## src/rtl/audio_sample_source_if.sv

```systemverilog
// Audio sample source bus: per-channel tone controls in, sample words plus strobe out.
// The master side is the sample source. The slave side drives the controls and
// consumes the samples. BIT_WIDTH must be at least 2.
interface audio_sample_source_if #(
  parameter int CHANNELS  = 2,
  parameter int BIT_WIDTH = 16,
  localparam int SW       = $clog2(BIT_WIDTH)
);
  logic [CHANNELS*BIT_WIDTH-1:0] phase_step;
  logic [CHANNELS*2-1:0]         wave_mode;
  logic [CHANNELS*SW-1:0]        atten_shift;
  logic                          sample_valid;
  logic [CHANNELS*BIT_WIDTH-1:0] audio_sample_word;

  modport master (
    input  phase_step,
    input  wave_mode,
    input  atten_shift,
    output sample_valid,
    output audio_sample_word
  );

  modport slave (
    output phase_step,
    output wave_mode,
    output atten_shift,
    input  sample_valid,
    input  audio_sample_word
  );
endinterface

```

## src/rtl/audio_sample_source.sv

```systemverilog
// Audio sample source.
// A fractional accumulator derives a SAMPLE_RATE strobe from clk_pixel. Its
// average rate is exact, and the integer interval between strobes varies.
// On every strobe, each channel's phase accumulator is shaped into a
// saw, square or triangle wave, or muted. The result is arithmetically
// attenuated and registered as a signed sample. The phase then advances.
module audio_sample_source #(
  parameter int CLK_RATE    = 74_250_000,
  parameter int SAMPLE_RATE = 48_000,
  parameter int CHANNELS    = 2,
  parameter int BIT_WIDTH   = 16,
  localparam int SW         = $clog2(BIT_WIDTH),
  localparam int ACC_WIDTH  = $clog2(CLK_RATE + SAMPLE_RATE) + 1
) (
  input  logic clk_pixel,
  input  logic reset,
  input  logic enable,
  audio_sample_source_if.master bus
);

  typedef enum logic [1:0] {
    WAVE_SAW      = 2'd0,
    WAVE_SQUARE   = 2'd1,
    WAVE_TRIANGLE = 2'd2,
    WAVE_MUTE     = 2'd3
  } wave_e;

  localparam logic [ACC_WIDTH-1:0] CLK_RATE_A    = ACC_WIDTH'(CLK_RATE);
  localparam logic [ACC_WIDTH-1:0] SAMPLE_RATE_A = ACC_WIDTH'(SAMPLE_RATE);

  logic [ACC_WIDTH-1:0]          acc;
  logic [ACC_WIDTH-1:0]          sum;
  logic                          tick;
  logic [BIT_WIDTH-1:0]          phase [CHANNELS];
  logic [CHANNELS*BIT_WIDTH-1:0] word_next;

  // Map one phase value to an attenuated signed sample.
  function automatic logic [BIT_WIDTH-1:0] render(
    input logic [BIT_WIDTH-1:0] p,
    input wave_e                mode,
    input logic [SW-1:0]        shift
  );
    logic [BIT_WIDTH-1:0] t;
    logic [BIT_WIDTH-1:0] shaped;
    logic [SW-1:0]        amt;
    logic                 msb;
    msb    = p[BIT_WIDTH-1];
    t      = msb ? ~(p << 1) : (p << 1);
    shaped = '0;
    unique case (mode)
      WAVE_SAW:      shaped = {~msb, p[BIT_WIDTH-2:0]};
      WAVE_SQUARE:   shaped = {msb, {(BIT_WIDTH-1){~msb}}};
      WAVE_TRIANGLE: shaped = {~t[BIT_WIDTH-1], t[BIT_WIDTH-2:0]};
      WAVE_MUTE:     shaped = '0;
    endcase
    // An out-of-range shift saturates, so the sample collapses to 0 or -1.
    amt = (int'(shift) > BIT_WIDTH - 1) ? SW'(BIT_WIDTH - 1) : shift;
    return BIT_WIDTH'($signed(shaped) >>> amt);
  endfunction

  // Rate strobe: tick when the accumulated sample rate crosses one clock period.
  // NOTE: every variable written here gets a value on every path, so no latch is inferred.
  always_comb begin
    sum  = acc + SAMPLE_RATE_A;
    tick = enable && (sum >= CLK_RATE_A);
  end

  // Next sample words, computed from the pre-increment phases and the live controls.
  always_comb begin
    word_next = '0;
    for (int k = 0; k < CHANNELS; k++) begin
      word_next[k*BIT_WIDTH +: BIT_WIDTH] = render(phase[k],
                                                   wave_e'(bus.wave_mode[k*2 +: 2]),
                                                   bus.atten_shift[k*SW +: SW]);
    end
  end

  // Fractional rate accumulator. It freezes while enable is low.
  // NOTE: state registers use non-blocking assignments, so every block samples pre-edge values.
  always_ff @(posedge clk_pixel) begin
    if (reset) begin
      acc <= '0;
    end else if (enable) begin
      acc <= tick ? (sum - CLK_RATE_A) : sum;
    end
  end

  // Per-channel phase accumulators. They advance only on strobes and wrap silently.
  // NOTE: this small register array is reset explicitly, because a restart must begin from phase 0.
  always_ff @(posedge clk_pixel) begin
    if (reset) begin
      for (int k = 0; k < CHANNELS; k++) phase[k] <= '0;
    end else if (tick) begin
      for (int k = 0; k < CHANNELS; k++) begin
        phase[k] <= phase[k] + bus.phase_step[k*BIT_WIDTH +: BIT_WIDTH];
      end
    end
  end

  // Registered outputs: a one-cycle strobe, and sample words held between strobes.
  always_ff @(posedge clk_pixel) begin
    if (reset) begin
      bus.sample_valid      <= 1'b0;
      bus.audio_sample_word <= '0;
    end else begin
      bus.sample_valid <= tick;
      if (tick) bus.audio_sample_word <= word_next;
    end
  end

endmodule

```

## src/flat_wrapper.sv

```systemverilog
// flat-port wrapper written by rule: the top's interface ports become plain ports
module audio_sample_source_flat 
#(
  parameter int CLK_RATE    = 74_250_000,
  parameter int SAMPLE_RATE = 48_000,
  parameter int CHANNELS    = 2,
  parameter int BIT_WIDTH   = 16,
  localparam int SW         = $clog2(BIT_WIDTH),
  localparam int ACC_WIDTH  = $clog2(CLK_RATE + SAMPLE_RATE) + 1
)
  (clk_pixel, reset, enable, bus_phase_step, bus_wave_mode, bus_atten_shift, bus_sample_valid, bus_audio_sample_word);
  audio_sample_source_if #(.CHANNELS(CHANNELS), .BIT_WIDTH(BIT_WIDTH)) bus_i ();
  input  logic clk_pixel;
  input  logic reset;
  input  logic enable;
  input wire logic [$bits(bus_i.phase_step)-1:0] bus_phase_step;
  input wire logic [$bits(bus_i.wave_mode)-1:0] bus_wave_mode;
  input wire logic [$bits(bus_i.atten_shift)-1:0] bus_atten_shift;
  output wire logic [$bits(bus_i.sample_valid)-1:0] bus_sample_valid;
  output wire logic [$bits(bus_i.audio_sample_word)-1:0] bus_audio_sample_word;
  assign bus_i.phase_step = bus_phase_step;
  assign bus_i.wave_mode = bus_wave_mode;
  assign bus_i.atten_shift = bus_atten_shift;
  assign bus_sample_valid = bus_i.sample_valid;
  assign bus_audio_sample_word = bus_i.audio_sample_word;
  audio_sample_source #(.CLK_RATE(CLK_RATE), .SAMPLE_RATE(SAMPLE_RATE), .CHANNELS(CHANNELS), .BIT_WIDTH(BIT_WIDTH)) u_core (.clk_pixel(clk_pixel), .reset(reset), .enable(enable), .bus(bus_i));
endmodule
```

## config.mk

```make
export PLATFORM = sky130hd
export DESIGN_NAME = audio_sample_source_flat
export DESIGN_NICKNAME = d
export VERILOG_FILES = /design/src/rtl/audio_sample_source_if.sv /design/src/rtl/audio_sample_source.sv /design/src/flat_wrapper.sv
export SDC_FILE = /design/constraint.sdc
export NUM_CORES = 1
export LEC_CHECK = 0
export ABC_AREA = 1
export BUFFER_PORTS_ARGS = -buffer_cell sky130_fd_sc_hd__clkbuf_2
export CORE_MARGIN = 4
export CORE_UTILIZATION = 42
export DETAILED_ROUTE_END_ITERATION = 10
export GPL_TIMING_DRIVEN = 0
export PLACE_DENSITY = 0.73
export SLEW_MARGIN = 20
export SYNTH_ARGS = -nofsm -noshare
export SYNTH_HDL_FRONTEND = slang
export SYNTH_SLANG_ARGS = --single-unit
```

## constraint.sdc

```tcl
create_clock -name clk_pixel -period 2.88 [get_ports clk_pixel]
set_input_delay 0.144 -clock clk_pixel [delete_from_list [all_inputs] [get_ports clk_pixel]]
set_output_delay 0.144 -clock clk_pixel [all_outputs]
set_load 0.01 [all_outputs]
```

# ---- Word-level counts from Yosys, hierarchy flattened
# Memory sizes are Yosys's and may differ from the RTL's.
# Index checks and enable logic that the tools add are counted.
dict set report word_totals {
  register_bits 61
  mem_count 1
  mem_bits_rw 32
  output_inout_bits 33
}
# name depth word_bits read_ports rd_clocked_by_memory_dff wr line_no
set memory_table {}
lappend memory_table {u_core.phase 2 16 2 0 2 audio_sample_source.sv:34} ;# logic [BIT_WIDTH-1:0] phase [CHANNELS];
dict set report op_classes {
  add_sub_neg 4
  magnitude_cmp 1
  n_shift 2
  reduce_logical 3
  muxes 12
  eq_ne 6
  bitwise 8
}
# op count
set ops {}
lappend ops {{$pmux W16 S4} 2}
lappend ops {{$mux W16} 4}
lappend ops {{$add A16 B16 Y16} 2}
lappend ops {{$not A16 Y16} 2}
lappend ops {{$sshr A16 B4 Y16} 2}
lappend ops {{$add A28 B16 Y28 const B} 1}
lappend ops {{$ge A28 B27 Y1 const B} 1}
lappend ops {{$mux W28} 1}
lappend ops {{$sub A28 B27 Y28 const B} 1}
lappend ops {{$eq A2 B2 Y1 const B} 4}
lappend ops {{$mux W1} 5}
lappend ops {{$eq A2 B1 Y1 const B} 2}
lappend ops {{$logic_not A2 Y1} 2}
lappend ops {{$not A1 Y1} 4}
lappend ops {{$or A1 B1 Y1} 2}
lappend ops {{$logic_and A1 B1 Y1} 1}

# ---- Longest topological paths before layout
# Gate-level depths: netlist of run 1.
dict set report logic_depth {
  word_depth 7
  depth_mapped 21
}

# ---- Least setup slack after synthesis of run 1
# Ideal clock, no wire load.
dict set report synth_timing {
  kind {register to register}
  startpoint {register u_core.acc[7]}
  endpoint {register u_core.bus.audio_sample_word[31]}
  t_required_ns 2.745
  setup_ns 0.135
  setup_slack_ns 0.093
  path_stages_with_launch 22
  t_arrival_ns 2.652
  path_cell_list {dfxtp_1 -> inv_2 -> ha_1 -> nand2_1 -> nand2_1 -> nand2_1 -> nand2_1 -> nand2_1 -> nand2_1 -> nor2_2 -> nand3_2 -> nand2_2 -> nand2_2 -> nand2_1 -> nand2_4 -> nand2_8 -> nand2_4 -> nand2_2 -> inv_2 -> buf_4 -> nand2_1 -> o21ai_0}
}
dict set report synth_via {
  elab_chain_cells 3
}
# item line_no
set synth_rtl {}
lappend synth_rtl {{start, declared} audio_sample_source.sv:31} ;# logic [ACC_WIDTH-1:0] acc;
lappend synth_rtl {{start signal, assigned} audio_sample_source.sv:84} ;# acc <= tick ? (sum - CLK_RATE_A) : sum;
lappend synth_rtl {{$add A28 B16 Y28} audio_sample_source.sv:64} ;# sum = acc + SAMPLE_RATE_A;
lappend synth_rtl {{$ge A28 B27 Y1} audio_sample_source.sv:65} ;# tick = enable && (sum >= CLK_RATE_A);
lappend synth_rtl {{$logic_and A1 B1 Y1} audio_sample_source.sv:65}
lappend synth_rtl {{end signal, assigned} audio_sample_source.sv:107} ;# if (tick) bus.audio_sample_word <= word_next;
lappend synth_rtl {{end, declared} audio_sample_source_if.sv:20} ;# output audio_sample_word
# No other way between the ends.
# A chain may end at the register's enable or synchronous reset.

# ---- Final worst setup path of run 1
dict set report layout_timing {
  startpoint {register u_core.acc[7]}
  endpoint {register u_core.bus.audio_sample_word[0]}
}
# Same word-level chain as after synthesis.

==> summary.txt, run 1 <==
Outcome
  • Status: complete, no violations

Timing
  • Max Slew Vio Count: 0
  • Worst Skew: 0.00887 ns
  • Final min period: 2.71 ns
  • Worst-Margin Slew: 0.703 ns
  • Hold_ws: 0.207 ns
  • Achievable Freq: 369 MHz
  • Final Hold Fails: 0
  • Max-slew headroom: 53.1%
  • Period Utilization, post-route: 94.2%
  • Final setup TNS: 0 ns
  • Final setup violation count: 0

Die
  • Io pins: 80
  • Full die area: 20700 µm²
  • Row count: 49
  • Die Span Y: 144 µm
  • Placeable Area: 18100 µm²
  • Die width: 144 µm
  • Initial Utilization: 42.9%

Critical path
  • Worst-path maximum fanout: 10
  • CP arrival: 3.00 ns
  • Setup crit start kind: register
  • Crit end category: register
  • Worst EP required: 3.17 ns
  • Crit path kind: reg2reg

CTS
  • H-tree depth: 3
  • Clock Pin Slew Worst Setup and Hold Paths: 0.07 ns
  • Cts hold-fix bufs: 0
  • Num Clock Sinks: 89
  • Root buf cell: clkbuf_16
  • Clock Tree Buf Depth: 2
  • Clk_lat worst skew: 0.35 ns
  • TritonCTS clock tree: done
  • Num CTS Buffers: 9

Yosys
  • Post-synth EDFFs: 32
  • Syn nets: 1330
  • Mapped Cells: 1247
  • Area of the mapped netlist: 7770 µm²
  • Post-synth top area share: 19.2%
  • Mapped Avg Cell Area: 6.23 µm²
  • Synth unique cells: 52
  • Yosys top cell by area: nand2_1
  • YS warnings: 0
  • Main area contributors after synthesis: nand2_1, dfxtp_1, edfxtp_1
  • Yosys reg bits: 89
  • Sequential share of the synthesized area: 27.1%
  • Prevailing post-synth register cell: dfxtp_1
  • FFs w/ async S/R, synth: 0%

Placed design
  • Hpwl dp: 16300 µm
  • Routability congestion estimate: 0.983
  • Dpl cell area: 8430 µm²
  • Inst Count DP: 1551
  • Port Buffers: 75

Power and ir drop
  • Comb pwr share: 30.6%
  • Maximum VDD drop: 0.295 mV
  • Clock network power share: 32.4%
  • Flop pwr share: 37.0%
  • Switching share of power: 34.8%
  • Leakage power: 0.00432 µW
  • NetSw: 1360 µW
  • PD cells: 435 nW/µm²
  • Internal power: 2550 µW

Routing
  • Via Count: 8240
  • DR iter-0 viols: 596
  • WL/cell: 13.6 µm
  • DR pass1 iterations: 5
  • Remaining antenna violation count: 0
  • Via-per-instance ratio: 5.21
  • DRC: 0
  • Detailed Route WL: 21500 µm

Final layout
  • Commonest cells after routing, fill and taps aside: nand2_1, nor2_1, inv_1
  • Final nets: 1432
  • Post-Layout Cell Count: 1583
  • Finished Core Util: 49.7%
  • Synth-to-Final Area Change: 15.7%
  • Most common cell after layout, fill and taps aside: nand2_1
  • Post-route cell area: 8990 µm²
  • Antenna cells: 0
  • Layout fillers: 1838
  • Layout cells sized above 1: 14.1%

GRT
  • Congestion Overflow GR: 0
  • Largest net degree at the start of global routing: 18
  • Via count of the first global-routing pass: 7510
  • First-pass GRT wire length: 35000 µm
  • Initial antenna violation count: 1
  • Total GRT Usage: 20.7%

Hold path
  • Min-delay worst type: in2reg

Flow run
  • Max_cap viols: 0
-- power groups by stage --
| stage | sequential (µW) | clock [µW] | combinational, µW |
|---|---|---|---|
| 5_1_grt | 1460 | 1350 | 1360 |
| 6_report | 1450 | 1270 | 1200 |
| 4_1_cts | 1440 | 1290 | 1140 |
| 2_1_floorplan | 1450 | 0 | 853 |
| 3_5_place_dp | 1470 | 0 | 1120 |
| 3_3_place_gp | 1470 | 0 | 1090 |
-- final timing paths --
path,depth (start not counted),end,from,slack (ns)
hold reg to reg,2,u_core.bus.audio_sample_word[25]$_SDFFE_PP0P_,u_core.bus.audio_sample_word[25]$_SDFFE_PP0P_,0.44
setup / recovery,18,u_core.bus.audio_sample_word[0]$_SDFFE_PP0P_,u_core.acc[7]$_SDFFE_PP0P_,0.17
hold / removal,4,u_core.acc[9]$_SDFFE_PP0P_,reset,0.21
setup reg to reg,18,u_core.bus.audio_sample_word[0]$_SDFFE_PP0P_,u_core.acc[7]$_SDFFE_PP0P_,0.17
-- layer usage --
layer | GRT usage, % | wire [µm] | up-vias
met5 | 0 | 12 | -
met3 | 3.37 | 1590 | 27
li1 | - | - | 4267
met1 | 28.2 | 9930 | 3673
met2 | 34.1 | 9580 | 271
met4 | 5.95 | 416 | 2
-- synth_stat cells (all sizes together), types with 12 or more instances --
master  number
nand2      412
clkbuf      31
dfxtp       57
inv        130
buf         15
o21ai      115
nand3       86
nor3        12
edfxtp      32
a21oi       90
nor2       130
xor2        13
ha          34
-- stage by stage --
stage	setup WS, ns	total power, µW
global route	-0.00173	4170
finish	0.168	3910
CTS	0.0413	3870
floorplan	0.0933	2310
global placement	-0.568	2560
detailed placement	-0.628	2590
-- sequential cells by signal (all words and copies together), names as in the netlist --
register                      cells
u_core.bus.sample_valid           1
u_core.bus.audio_sample_word     32
u_core.acc                       24
u_core.phase                     32
-- logic make-up after synthesis --
family	Yosys count	synth area share [%]
DFF	89	27.1
and+or+nand+nor	674	37.1
muxes	9	1.16
adders and majority gates	36	5.99
AOI/OAI and AO/OA	238	16.9
xor gates and xnor gates	20	2.35
buffers and inverters	181	9.47
-- area by class of cell --
type                       count  area [µm²]  share of cell area [%]
multi-input combinational    978        5020                    55.8
tap                          229         287                    3.19
clock buffer                   9         225                    2.51
clock inverter                 7        85.1                   0.947
inverter                     135         509                    5.67
buffer                        46         240                    2.67
sequential                    89        2100                    23.4
timing repair buffer          90         518                    5.76
-- critical path, stage by stage (launching register included) --
cell and delay (ns):
dfxtp_2 0.37, inv_2 0.06, ha_1 0.22, inv_1 0.10, nand2_1 0.05, nand2_1 0.13, nand3_2 0.12, o21ai_2 0.22
nand3_2 0.15, nand2_4 0.11, nand2_2 0.09, nand2_2 0.10, nand2_4 0.09, nand2_8 0.10, nand2_8 0.09, nor2_4 0.18
buf_2 0.26, nand3_1 0.14, nand2_1 0.08
-- timing repair --
item	in CTS	in global routing
buffers inserted	1	13
gates resized for setup	5	25
gates cloned	1	1
setup endpoints to repair	66	106
pin swaps	1	8
hold endpoints to repair	0	0
No activity file was read; power rests on OpenSTA's default activity.
==> run 2: changes to the inputs <==
--- a/config.mk
+++ b/config.mk
@@ -6,12 +6,13 @@
 export NUM_CORES = 1
 export LEC_CHECK = 0
 export ABC_AREA = 1
+export ABC_CLOCK_PERIOD_IN_PS = 2880
 export BUFFER_PORTS_ARGS = -buffer_cell sky130_fd_sc_hd__clkbuf_2
 export CORE_MARGIN = 4
 export CORE_UTILIZATION = 42
 export DETAILED_ROUTE_END_ITERATION = 10
 export GPL_TIMING_DRIVEN = 0
-export PLACE_DENSITY = 0.73
+export PLACE_DENSITY = 0.67
 export SLEW_MARGIN = 20
 export SYNTH_ARGS = -nofsm -noshare
 export SYNTH_HDL_FRONTEND = slang
==> summary.txt, run 2 (synthesis gave the netlist of run 1 again) <==
GRT
  • First-pass GRT wire length: 34600 µm (was 35000 µm)
  • Congestion Overflow GR: 0 (unchanged)
  • Via count of the first global-routing pass: 7294 (was 7510)
  • Largest net degree at the start of global routing: 18 (unchanged)
  • Total GRT Usage: 20.6% (was 20.7%)
  • Initial antenna violation count: 1 (unchanged)

Die
  • Die width: 144 µm (unchanged)
  • Placeable Area: 18100 µm² (unchanged)
  • Full die area: 20700 µm² (unchanged)
  • Io pins: 80 (unchanged)
  • Initial Utilization: 42.9% (unchanged)
  • Row count: 49 (unchanged)
  • Die Span Y: 144 µm (unchanged)

Timing
  • Final setup violation count: 0 (unchanged)
  • Final Hold Fails: 0 (unchanged)
  • Max Slew Vio Count: 0 (unchanged)
  • Period Utilization, post-route: 94.9% (was 94.2%)
  • Worst-Margin Slew: 0.708 ns (was 0.703 ns)
  • Worst Skew: 0.00996 ns (was 0.00887 ns)
  • Final min period: 2.73 ns (was 2.71 ns)
  • Achievable Freq: 366 MHz (was 369 MHz)
  • Max-slew headroom: 52.3% (was 53.1%)

Routing
  • DR pass1 iterations: 5 (unchanged)
  • DR iter-0 viols: 557 (was 596)
  • DRC: 0 (unchanged)
  • Remaining antenna violation count: 0 (unchanged)
  • Via Count: 8132 (was 8240)
  • WL/cell: 13.6 µm (about the same)
  • Via-per-instance ratio: 5.16 (was 5.21)
  • Detailed Route WL: 21400 µm (was 21500 µm)

Critical path
  • Crit path kind: reg2reg (unchanged)
  • R2R depth: 21 (was 18)
  • Worst-path maximum fanout: 10 (unchanged)
  • Reg2reg end: u_core.bus.audio_sample_word[5]$_SDFFE_PP0P_ (was u_core.bus.audio_sample_word[0]$_SDFFE_PP0P_)
  • CP arrival: 3.03 ns (was 3.00 ns)
  • Crit end category: register (unchanged)
  • R2R Setup Slk: 0.15 ns (was 0.17 ns)
  • Worst EP required: 3.18 ns (was 3.17 ns)
  • Setup crit end: u_core.bus.audio_sample_word[5]$_SDFFE_PP0P_ (was u_core.bus.audio_sample_word[0]$_SDFFE_PP0P_)
  • Worst setup path startpoint: u_core.acc[7]$_SDFFE_PP0P_ (unchanged)
  • Origin of the critical flop-to-flop path: u_core.acc[7]$_SDFFE_PP0P_ (unchanged)
  • Setup crit start kind: register (unchanged)

Final layout
  • Most common cell after layout, fill and taps aside: nand2_1 (unchanged)
  • Multi-input logic area: 5030 µm² (was 5020 µm²)
  • Top flop regs: u_core.bus.audio_sample_word x32, u_core.phase x32, u_core.acc x24 (unchanged)
  • Finished Core Util: 49.2% (was 49.7%)
  • Synth-to-Final Area Change: 14.5% (was 15.7%)
  • Final nets: 1424 (was 1432)
  • Layout fillers: 1880 (was 1838)
  • Layout cells sized above 1: 13.4% (was 14.1%)
  • Storage cell area: 2100 µm² (unchanged)
  • Antenna cells: 0 (unchanged)
  • Post-Layout Cell Count: 1575 (was 1583)
  • Commonest cells after routing, fill and taps aside: nand2_1, nor2_1, inv_1 (unchanged)

Outcome
  • Status: complete, no violations (unchanged)

CTS
  • Root buf cell: clkbuf_16 (unchanged)
  • H-tree depth: 3 (unchanged)
  • Clock Pin Slew Worst Setup and Hold Paths: 0.07 ns (about the same)
  • Clock Tree Buf Depth: 2 (unchanged)
  • Num Clock Sinks: 89 (unchanged)
  • Cts hold-fix bufs: 0 (unchanged)
  • TritonCTS clock tree: done (unchanged)
  • Num CTS Buffers: 9 (unchanged)
  • Clk_lat worst skew: 0.36 ns (was 0.35 ns)

Hold path
  • Min-delay worst type: in2reg (unchanged)

Flow run
  • Max_cap viols: 0 (unchanged)

Placed design
  • Routability congestion estimate: 0.907 (was 0.983)
  • Port Buffers: 75 (unchanged)
  • Inst Count DP: 1551 (unchanged)
  • Hpwl dp: 16500 µm (was 16300 µm)

Power and ir drop
  • PD cells: 427 nW/µm² (was 435 nW/µm²)
  • Maximum VDD drop: 0.244 mV (was 0.295 mV)
  • Leakage power: 0.00428 µW (was 0.00432 µW)
## run 2: cell types whose count changed in the layout (fill, tap and decap cells not counted), sizes merged
cell	change
inv	+4
buf	-7
clkinvlp	-3
bufinv	-2
## run 2: how the worst min path moves through the flow
| stage | start | to | slack, ns | cells past startpoint |
|---|---|---|---|---|
| floorplan | reset | u_core.acc[8]$_SDFFE_PP0P_ | 0.29 | 3 |
| global placement | u_core.bus.audio_sample_word[10]$_SDFFE_PP0P_ | u_core.bus.audio_sample_word[10]$_SDFFE_PP0P_ | 0.43 | 2 |
| CTS | reset | u_core.acc[9]$_SDFFE_PP0P_ | 0.15 | 4 |
| finish | reset | u_core.acc[9]$_SDFFE_PP0P_ | 0.18 | 4 |
| detailed placement | u_core.bus.audio_sample_word[28]$_SDFFE_PP0P_ | u_core.bus.audio_sample_word[28]$_SDFFE_PP0P_ | 0.43 | 2 |
| global route | reset | u_core.acc[9]$_SDFFE_PP0P_ | 0.18 | 4 |
## run 2: critical path, stage by stage (launching register included)
cell     delay (ns)
dfxtp_2        0.37
inv_2          0.07
ha_1           0.22
nand2_2        0.11
nand2_4        0.09
nand2_4        0.10
nand2_1        0.09
nand2_2        0.13
nand2_1        0.08
nand2_2        0.08
inv_2          0.05
nor2_4         0.13
nand3_1        0.13
nand2_2        0.11
nand2_4        0.09
nand2_8        0.10
nand2_8        0.09
nor2_4         0.17
buf_8          0.16
buf_6          0.14
nand2_1        0.08
nand2_1        0.08
## run 2: repair_timing
action / in CTS / in global routing
setup endpoints to repair: 68 / 116
gates resized for setup: 4 / 25
pin swaps: 1 / 4
hold endpoints to repair: 0 / 0
gates cloned: 1 / 0
buffers inserted: 1 / 6
## run 2: layer usage
metal / GRT usage, % / routed length [µm] / vias up
met5: 0 / 11 / -
met4: 4.81 / 327 / 2
met3: 3.64 / 1180 / 26
met2: 34.8 / 9730 / 211
met1: 27.4 / 10100 / 3627
li1: - / - / 4266
## run 2: area by class of cell
type / count / share of cell area (%)
Multi-Input combinational cell: 978 / 56.5
Timing Repair Buffer: 82 / 5.09
Tap cell: 229 / 3.22
Buffer: 46 / 2.69
Clock buffer: 10 / 2.58
Clock inverter: 6 / 0.521
Inverter: 135 / 5.70
Sequential cell: 89 / 23.7
## run 2: power by group
group          leakage, µW  internal (µW)  switching, µW  total, µW
Sequential        0.000797           1370           76.5       1450
Clock             0.000138            597            560       1160
Combinational      0.00335            419            768       1190
## run 2: metrics by stage
step           worst slack [ns]  hold WS (ns)  setup TNS, ns  power [µW]  cell area [µm²]
2_1_floorplan            0.0933         0.289              0        2310             7770
3_3_place_gp             -0.639         0.433         -30.19        2580             8430
3_5_place_dp             -0.739         0.433         -36.31        2590             8430
4_1_cts                  0.0309         0.153              0        3770             8750
5_1_grt                -0.00497         0.179       -0.00790        4030             8890
6_report                  0.148         0.181              0        3790             8890
==> run 3: changes to the inputs <==
--- a/config.mk
+++ b/config.mk
@@ -7,13 +7,14 @@
 export LEC_CHECK = 0
 export ABC_AREA = 1
 export ABC_CLOCK_PERIOD_IN_PS = 2880
-export BUFFER_PORTS_ARGS = -buffer_cell sky130_fd_sc_hd__clkbuf_2
 export CORE_MARGIN = 4
 export CORE_UTILIZATION = 42
 export DETAILED_ROUTE_END_ITERATION = 10
+export DONT_BUFFER_PORTS = 1
 export GPL_TIMING_DRIVEN = 0
-export PLACE_DENSITY = 0.67
+export PLACE_DENSITY = 0.64
 export SLEW_MARGIN = 20
 export SYNTH_ARGS = -nofsm -noshare
 export SYNTH_HDL_FRONTEND = slang
 export SYNTH_SLANG_ARGS = --single-unit
+export TNS_END_PERCENT = 1
==> summary.txt, run 3 (synthesis gave the netlist of run 1 again) <==
Outcome
  • Status: complete, no violations (unchanged)

CTS
  • Num CTS Buffers: 9 (unchanged)
  • Clk_lat worst skew: 0.36 ns (about the same)
  • Root buf cell: clkbuf_16 (unchanged)
  • Num Clock Sinks: 89 (unchanged)
  • Clock Tree Buf Depth: 2 (unchanged)
  • TritonCTS clock tree: done (unchanged)
  • H-tree depth: 3 (unchanged)
  • Clock Pin Slew Worst Setup and Hold Paths: 0.07 ns (about the same)

GRT
  • First-pass GRT wire length: 35300 µm (was 34600 µm)
  • Total GRT Usage: 21.2% (was 20.6%)
  • Initial antenna violation count: 0 (was 1)
  • Largest net degree at the start of global routing: 19 (was 18)
  • Congestion Overflow GR: 0 (unchanged)
  • Via count of the first global-routing pass: 7337 (was 7294)

Routing
  • DR iter-0 viols: 469 (was 557)
  • WL/cell: 14.6 µm (was 13.6 µm)
  • Remaining antenna violation count: 0 (unchanged)
  • Via Count: 7792 (was 8132)
  • Via-per-instance ratio: 5.21 (was 5.16)
  • Detailed Route WL: 21800 µm (was 21400 µm)
  • DRC: 0 (unchanged)
  • DR pass1 iterations: 5 (unchanged)

Critical path
  • Critical Path Most Common Cell: o21ai_0
  • Worst EP required: 3.10 ns (was 3.18 ns)
  • WP buf/inv: 1 (was 4)
  • Slowest-stage cell, CP: edfxtp_1 (was dfxtp_2)
  • Setup crit start kind: register (unchanged)
  • CP peak stage delay: 0.45 ns (was 0.37 ns)
  • Cell family contributing the most delay on the critical path: compound AO/OA/AOI/OAI gates (was simple AND/OR/NAND/NOR gates)
  • Crit path kind: reg2reg (unchanged)
  • Crit end category: register (unchanged)
  • CP cell instances: ha_1 -> inv_1 -> fa_1 -> nor2_1 -> o21ai_0 -> nand2_1 -> a31oi_1 -> o21ai_0 -> a21boi_1 -> o21ai_0 -> or2_2 -> a21oi_2 (was inv_2 -> ha_1 -> nand2_2 -> nand2_4 -> nand2_4 -> nand2_1 -> nand2_2 -> nand2_1 -> nand2_2 -> inv_2 -> nor2_4 -> nand3_1 -> nand2_2 -> nand2_4 -> nand2_8 -> nand2_8 -> nor2_4 -> buf_8 -> buf_6 -> nand2_1 -> nand2_1)
  • CP arrival: 2.94 ns (was 3.03 ns)
  • Worst-path maximum fanout: 4 (was 10)

Final layout
  • Layout fillers: 1898 (was 1880)
  • Post-route cell area: 8470 µm² (was 8890 µm²)
  • Final nets: 1344 (was 1424)
  • Storage cell area: 2100 µm² (unchanged)
  • Commonest cells after routing, fill and taps aside: nand2_1, nor2_1, inv_1 (unchanged)
  • Synth-to-Final Area Change: 9.09% (was 14.5%)
  • Most common cell after layout, fill and taps aside: nand2_1 (unchanged)
  • Post-Layout Cell Count: 1495 (was 1575)
  • Top flop regs: u_core.bus.audio_sample_word x32, u_core.phase x32, u_core.acc x24 (unchanged)
  • Multi-input logic area: 5010 µm² (was 5030 µm²)
  • Layout cells sized above 1: 7.98% (was 13.4%)
  • Antenna cells: 0 (unchanged)

Timing
  • Achievable Freq: 368 MHz (was 366 MHz)
  • Worst-Margin Slew: 0.665 ns (was 0.708 ns)
  • Max-slew headroom: 55.7% (was 52.3%)
  • Max Slew Vio Count: 0 (unchanged)
  • Final Hold Fails: 0 (unchanged)
  • Period Utilization, post-route: 94.2% (was 94.9%)
  • Final setup violation count: 0 (unchanged)
  • Final min period: 2.71 ns (was 2.73 ns)
  • Worst Skew: 0.0101 ns (was 0.00996 ns)

Placed design
  • Hpwl dp: 16700 µm (was 16500 µm)
  • Dpl cell area: 8050 µm² (was 8430 µm²)
  • Port Buffers: 0 (was 75)
  • Inst Count DP: 1476 (was 1551)
  • Routability congestion estimate: 0.900 (was 0.907)

Die
  • Die Span Y: 144 µm (unchanged)
  • Initial Utilization: 42.9% (unchanged)
  • Placeable Area: 18100 µm² (unchanged)
  • Io pins: 80 (unchanged)
  • Full die area: 20700 µm² (unchanged)
  • Row count: 49 (unchanged)
  • Die width: 144 µm (unchanged)

Power and ir drop
  • Leakage power: 0.00393 µW (was 0.00428 µW)
  • PD cells: 446 nW/µm² (was 427 nW/µm²)
  • Total power: 3780 µW (was 3790 µW)
  • Maximum VDD drop: 0.260 mV (was 0.244 mV)

Flow run
  • Max_cap viols: 0 (unchanged)

Hold path
  • Min-delay worst type: in2reg (unchanged)
## run 3: changes by cell type in the layout (fill, tap and decap cells not counted), sizes merged
| cell | before | now |
|---|---|---|
| buf | 21 | 16 |
| clkinv | 7 | 6 |
| clkinvlp | 0 | 1 |
| dlygate4sd3 | 0 | 1 |
| inv | 134 | 135 |
| clkbuf | 117 | 40 |
## run 3: stage by stage
| stage | setup slack [ns] | hold WS (ns) | TNS (ns) | utilization (%) |
|---|---|---|---|---|
| floorplan | 0.0933 | 0.289 | 0 | - |
| global placement | -0.730 | 0.314 | -34.28 | 44.5 |
| detailed placement | -0.790 | 0.316 | -36.86 | 44.5 |
| CTS | 0.0115 | 0.0165 | 0 | 46.5 |
| global route | -0.0254 | 0.0300 | -0.181 | 46.8 |
| finish | 0.166 | 0.0216 | 0 | 46.8 |
## run 3: where the power goes
part	internal (µW)	switching, µW
Combinational	381	739
Sequential	1370	81.7
Clock	613	591
## run 3: worst paths after layout
path | from | to | slack, ns | cells after the start
worst min register to register | u_core.acc[27]$_SDFFE_PP0P_ | u_core.acc[27]$_SDFFE_PP0P_ | 0.49 | 2
worst max-delay path | u_core.phase[0][16]$_SDFFCE_PN0P_ | u_core.phase[0][28]$_SDFFCE_PN0P_ | 0.17 | 12
worst max register to register | u_core.phase[0][16]$_SDFFCE_PN0P_ | u_core.phase[0][28]$_SDFFCE_PN0P_ | 0.17 | 12
worst min-delay path | bus_atten_shift[7] | u_core.bus.audio_sample_word[25]$_SDFFE_PP0P_ | 0.02 | 3
## run 3: layer usage
metal	wire length [µm]	track usage (%)	vias up	part of all wire [%]
li1	-	-	4108	-
met1	9840	26.7	3480	45
met2	10100	36.1	168	47
met3	1320	5.09	36	6.1
met4	474	6.44	0	2.2
met5	0	0	-	0
## run 3: repair_timing
| action | CTS | global route |
|---|---|---|
| endpoints found under the hold margin | 3 | 0 |
| hold buffers | 1 | 0 |
| gates resized for setup | 4 | 26 |
| cloned | 1 | 0 |
| setup endpoints to repair | 66 | 111 |
| buffers inserted | 1 | 0 |
| pin swaps | 1 | 2 |
## run 3: layout make-up
class | count | share of cell area [%]
Buffer | 46 | 2.84
Inverter | 135 | 6.01
Clock buffer | 9 | 2.66
Timing Repair Buffer | 2 | 0.354
Tap cell | 229 | 3.38
Multi-Input combinational cell | 978 | 59.1
Clock inverter | 7 | 0.798
Sequential cell | 89 | 24.8
## run 3: tightest hold or removal path, delay by kind of cell
family             cells  cell delay (ns)
AOI/OAI and AO/OA      1             0.07
and+or+nand+nor        2             0.13
